### config.mk
export PLATFORM = sky130hd
export DESIGN_NAME = smoldvi_deserialiser
export DESIGN_NICKNAME = d
export VERILOG_FILES = /design/src/rtl/smoldvi_deserialiser.sv
export SDC_FILE = /design/constraint.sdc
export NUM_CORES = 1
export LEC_CHECK = 0
export ABC_AREA = 1
export BUFFER_PORTS_ARGS = -buffer_cell sky130_fd_sc_hd__clkbuf_2
export CAP_MARGIN = 15
export CORE_MARGIN = 2
export CORE_UTILIZATION = 60
export CTS_BUF_LIST = sky130_fd_sc_hd__clkbuf_16
export CTS_CLUSTER_DIAMETER = 200
export DETAILED_ROUTE_END_ITERATION = 8
export PLACE_DENSITY = 0.81
export SLEW_MARGIN = 25
export SYNTH_ARGS = -nofsm -noshare
export SYNTH_HDL_FRONTEND = slang
export SYNTH_SLANG_ARGS = --single-unit
### constraint.sdc
create_clock -name clk -period 4.7 [get_ports clk]
set_clock_uncertainty 0.15 [all_clocks]
set_input_delay 0.47 -clock clk [delete_from_list [all_inputs] [get_ports clk]]
set_output_delay 0.47 -clock clk [all_outputs]
set_load 0.02 [all_outputs]
### src/rtl/smoldvi_deserialiser.sv
// smoldvi_deserialiser: TMDS lane word aligner, hunts control tokens to find the 10-bit boundary.
// Optional SMOLDVI_DESER_STATS_EN adds slip_count and lock_lost outputs.
module smoldvi_deserialiser #(
    parameter int LOCK_COUNT = 8,
    parameter int W_TIMEOUT  = 12
) (
    input  logic       clk,
    input  logic       rst_n,
    input  logic       d_rise,
    input  logic       d_fall,
    output logic [9:0] q,
    output logic       q_valid,
    output logic       q_ctrl,
    output logic       locked
`ifdef SMOLDVI_DESER_STATS_EN
    ,
    output logic [7:0] slip_count,
    output logic       lock_lost
`endif
);
    localparam int CW = $clog2(LOCK_COUNT + 1);

    typedef enum logic [1:0] {HUNT, CHECK, LOCKED} state_t;

    state_t                 state_q, state_d;
    logic   [11:1]          sr_q;
    logic   [2:0]           phase_q, phase_d;
    logic                   off_q, stall_q;
    logic   [W_TIMEOUT-1:0] tcnt_q;
    logic   [CW-1:0]        ccnt_q, ccnt_d;
    logic   [9:0]           q_q, w;
    logic                   q_valid_q, q_ctrl_q;
    logic                   cap, tok, sat, slip;

    assign cap = phase_q == 3'd4 && !stall_q;
    assign w   = off_q ? sr_q[10:1] : sr_q[11:2];
    assign tok = w inside {10'b1101010100, 10'b0010101011, 10'b0101010100, 10'b1010101011};
    assign sat = &tcnt_q;

    always_ff @(posedge clk or negedge rst_n) begin
        if (!rst_n) begin
            state_q <= HUNT;
            ccnt_q  <= '0;
        end else begin
            state_q <= state_d;
            ccnt_q  <= ccnt_d;
        end
    end

    always_comb begin
        state_d = state_q;
        ccnt_d  = ccnt_q;
        if (cap) begin
            case (state_q)
                HUNT: if (tok) begin
                    ccnt_d  = CW'(1);
                    state_d = LOCK_COUNT == 1 ? LOCKED : CHECK;
                end
                CHECK: if (tok) begin
                    ccnt_d  = ccnt_q + CW'(1);
                    state_d = ccnt_d == CW'(LOCK_COUNT) ? LOCKED : CHECK;
                end else begin
                    ccnt_d  = '0;
                    state_d = HUNT;
                end
                LOCKED:  state_d = !tok && sat ? HUNT : LOCKED;
                default: state_d = HUNT;
            endcase
        end
    end

    // A token always wins over a timeout; CHECK slips on any non-token word.
    always_comb begin
        slip   = cap && !tok && (state_q == CHECK || sat);
        locked = state_q == LOCKED;
    end

    // Slipping from off=0 to off=1 needs 11 bits, so phase 4 is held one extra cycle.
    assign phase_d = (slip && !off_q) ? 3'd4 : phase_q == 3'd4 ? 3'd0 : phase_q + 3'd1;

    always_ff @(posedge clk or negedge rst_n) begin
        if (!rst_n) begin
            sr_q      <= '0;
            phase_q   <= '0;
            off_q     <= 1'b0;
            stall_q   <= 1'b0;
            tcnt_q    <= '0;
            q_q       <= '0;
            q_valid_q <= 1'b0;
            q_ctrl_q  <= 1'b0;
        end else begin
            sr_q      <= {d_fall, d_rise, sr_q[11:3]};
            phase_q   <= phase_d;
            off_q     <= off_q ^ slip;
            stall_q   <= slip && !off_q;
            q_valid_q <= cap;
            if (cap) begin
                tcnt_q   <= tok ? '0 : tcnt_q + W_TIMEOUT'(1);
                q_q      <= w;
                q_ctrl_q <= tok;
            end
        end
    end

    assign q       = q_q;
    assign q_valid = q_valid_q;
    assign q_ctrl  = q_ctrl_q;

`ifdef SMOLDVI_DESER_STATS_EN
    logic [7:0] slip_cnt_q;
    logic       lock_lost_q;

    always_ff @(posedge clk or negedge rst_n) begin
        if (!rst_n) begin
            slip_cnt_q  <= '0;
            lock_lost_q <= 1'b0;
        end else begin
            if (slip && slip_cnt_q != 8'hFF) slip_cnt_q <= slip_cnt_q + 8'd1;
            lock_lost_q <= state_q == LOCKED && state_d == HUNT;
        end
    end

    assign slip_count = slip_cnt_q;
    assign lock_lost  = lock_lost_q;
`endif
endmodule
==> results.toml <==
[flow_run]
maxCapViolCount = 0

[floorplanning]
start_util_pct = 62.5
dieArea_mm2 = 0.00432
num_rows = 22
num_io_pins = 17
core-area_mm2 = 0.00366
fp.dieW_um = 65.7
die_y_um = 65.7

[cts]
clk_path_buf_depth = 2
clkSlewWorstSetupHoldPaths_ps = 60
root_buffer = "clkbuf_16"
clk_latency_ps = 280
clock_sinks = 46
cts_tree = "done"
cts_resized = 0
h-tree-depth = 2
cts_hold_buf = 0
postCtsSetupRepairBufs = 0
cts_made_buffers = 5

[sta]
finalSetupTns_ps = 0
fin_crit_sh_pct = 52.1
setup_viol = 0
slew_headroom_pct = 59.6
slew_viol_final = 0
hold_viol_final = 0
worstMarginPinSlew_ps = 607
fin_crit_ps = 2450
finalWorstSetupSlack_ps = 2250
holdWs_ps = 63.6
rsz0062_at_grt = "no"
timing.fmax_mhz = 408

[setup_path]
critical_path_arrival_ps = 2480
crit_required_ps = 4730
cp-start-kind = "register"
crit_cells = 14
slowest_stage = "dfrtp_1"
endpoint_kind = "register"
crit_chain = "inv_2 -> nand2_1 -> nand2_1 -> nand2_1 -> nor2_1 -> nand3_2 -> nand2_4 -> inv_1 -> nand2_1 -> nor2_1 -> ha_1 -> nor2_1 -> nand2_1 -> inv_1"
crit_type = "register to register"
cp_common_cell = "nand2_1"
path_buf_inv = 3
ff2ff_path_depth = 14
cp_top_family = "simple AND/OR/NAND/NOR gates"
cpPeakStageDelay_ps = 720
crit_path_max_fanout = 23

[drt]
drt_wl_total_um = 3980
drc = 0
detail_route.wl_per_cell_um = 11.7
drtIter0Drc = 155
drt_first_pass_iters = 4
vias = 1753
vias_per_cell = 5.14
antenna_left = 0

[logic_synthesis]
yosysTopAreaCellShare_pct = 50.3
synth_seq_area_share_pct = 50.3
synth_commonest_cells = "nand2_1, dfrtp_1, nor2_1, inv_1, o21ai_0"
synth_seq_cells = 46
synth_async_sr_flop_share_pct = 100
avgSynthCellArea_um2 = 8.29
synth_most_common_cell = "nand2_1"
synthFlopType = "dfrtp_1"
yosys_warnings = 0
ys_types = 34
yosys.area.top_type = "dfrtp_1"
synth.net_count = 286
synth_area_leaders = "dfrtp_1, nand2_1, nor2_1"
synth_edf_count = 0
syn_area_mm2 = 0.00229
synthCells = 276

[global_routing]
grt_use_total_pct = 21.5
grt_pass1_vias = 1598
grt_pass1_wl_um = 7010
antenna_found_initial = 0
grt_max_degree = 47
grt_overflow = 0

[power]
vdd.ir_drop.worst_v = 0.000236
p_per_area_mw_per_mm2 = 484
switching_share_pct = 34.4
p_clk_share_pct = 26.5
p_comb_share_pct = 28.1
power.leakage_nw = 1.32
p_int_w = 0.000801
p_seq_share_pct = 45.4
netSwitchingPower_w = 0.000420

[placement]
routabilityCongestion = 0.875
port_buffers = 16
place_inst = 334
pre_cts_slack_ps = 2240
dp_hpwl_um = 2940

[worst_hold_path]
holdCritPathClass = "primary input to asynchronous set/reset pin"

[layout]
drive_above_1_share_pct = 13.0
n_antenna_cell = 0
areaGrowthSynthToFinish_pct = 10.3
finalNetCount = 303
fin_cells = 341

[status]
outcome = "completed"
sequential cells by signal, summed over array words and instances, names as in the netlist:
| signal | count |
|---|---|
| q | 10 |
| sr_q | 11 |
| off_q | 1 |
| q_ctrl | 1 |
| tcnt_q | 12 |
| phase_q | 3 |
| ccnt_q | 4 |
| q_valid | 1 |
| state_q | 2 |
| stall_q | 1 |
area by class of cell:
| type | instances | area, um^2 |
|---|---|---|
| Multi-Input combinational cell | 192 | 972 |
| Timing Repair Buffer | 16 | 82.6 |
| Clock inverter | 2 | 10.0 |
| Clock buffer | 5 | 125 |
| Fill cell | 290 | 1140 |
| Inverter | 32 | 123 |
| Sequential cell | 46 | 1150 |
| Tap cell | 48 | 60.1 |
layer usage:
layer / vias up / GRT usage, % / part of all wire, %
met5: - / 0 / 0
met2: 33 / 33.8 / 46
met1: 813 / 29.4 / 48
li1: 903 / - / -
met4: 0 / 6.25 / 1.2
met3: 4 / 5.48 / 5.2
path summary, 6_finish.rpt:
kind | startpoint | end | slack (ps)
worst max-delay path | off_q$_DFF_PN0_ | phase_q[0]$_DFF_PN0_ | 2250
worst min-delay path | rst_n | q[2]$_DFFE_PN0P_ | 60
worst max register to register | off_q$_DFF_PN0_ | phase_q[0]$_DFF_PN0_ | 2250
worst min register to register | sr_q[11]$_DFF_PN0_ | sr_q[9]$_DFF_PN0_ | 230
max in group asynchronous | rst_n | ccnt_q[1]$_DFFE_PN0P_ | 3920
min in group clk | d_fall | sr_q[11]$_DFF_PN0_ | 140
kinds of logic after synthesis:
kind of cell / count (synthesis) / share of synthesized area (%)
buffers and inverters: 38 / 7.17
XOR/XNOR: 8 / 3.06
AND/OR/NAND/NOR: 149 / 28.6
adder cells (fa/ha/maj): 6 / 3.28
multiplexers: 1 / 0.438
flip-flops: 46 / 50.3
AO/OA/AOI/OAI: 28 / 7.17
power by group through the flow:
stage / combinational (W) / clock (W) / sequential (W)
2_1_floorplan: 0.000198 / 0 / 0.000606
6_report: 0.000343 / 0.000324 / 0.000554
4_1_cts: 0.000347 / 0.000334 / 0.000554
3_3_place_gp: 0.000337 / 0 / 0.000557
3_5_place_dp: 0.000343 / 0 / 0.000560
5_1_grt: 0.000395 / 0.000346 / 0.000566
metrics by stage:
| step | util, % | total power [W] | instance area [um^2] |
|---|---|---|---|
| floorplan | - | 0.000804 | 2290 |
| global placement | 65.2 | 0.000894 | 2390 |
| detailed placement | 65.2 | 0.000904 | 2390 |
| CTS | 68.9 | 0.00124 | 2520 |
| global route | 68.9 | 0.00131 | 2520 |
| finish | 68.9 | 0.00122 | 2520 |
placed cells by master (no fill, tap or decap), types with 3 or more instances in the layout:
cell type	Yosys	layout
ha_1	6	6
nand3_1	10	10
clkbuf_2	0	15
nand2_1	90	90
a21oi_1	4	4
o21ai_0	14	14
xor2_1	6	6
dfrtp_1	46	46
nor3_1	4	4
o2111ai_1	3	3
inv_1	29	29
clkbuf_16	0	5
nor2_1	30	30
Note: power is estimated with default switching activity, not from simulation.
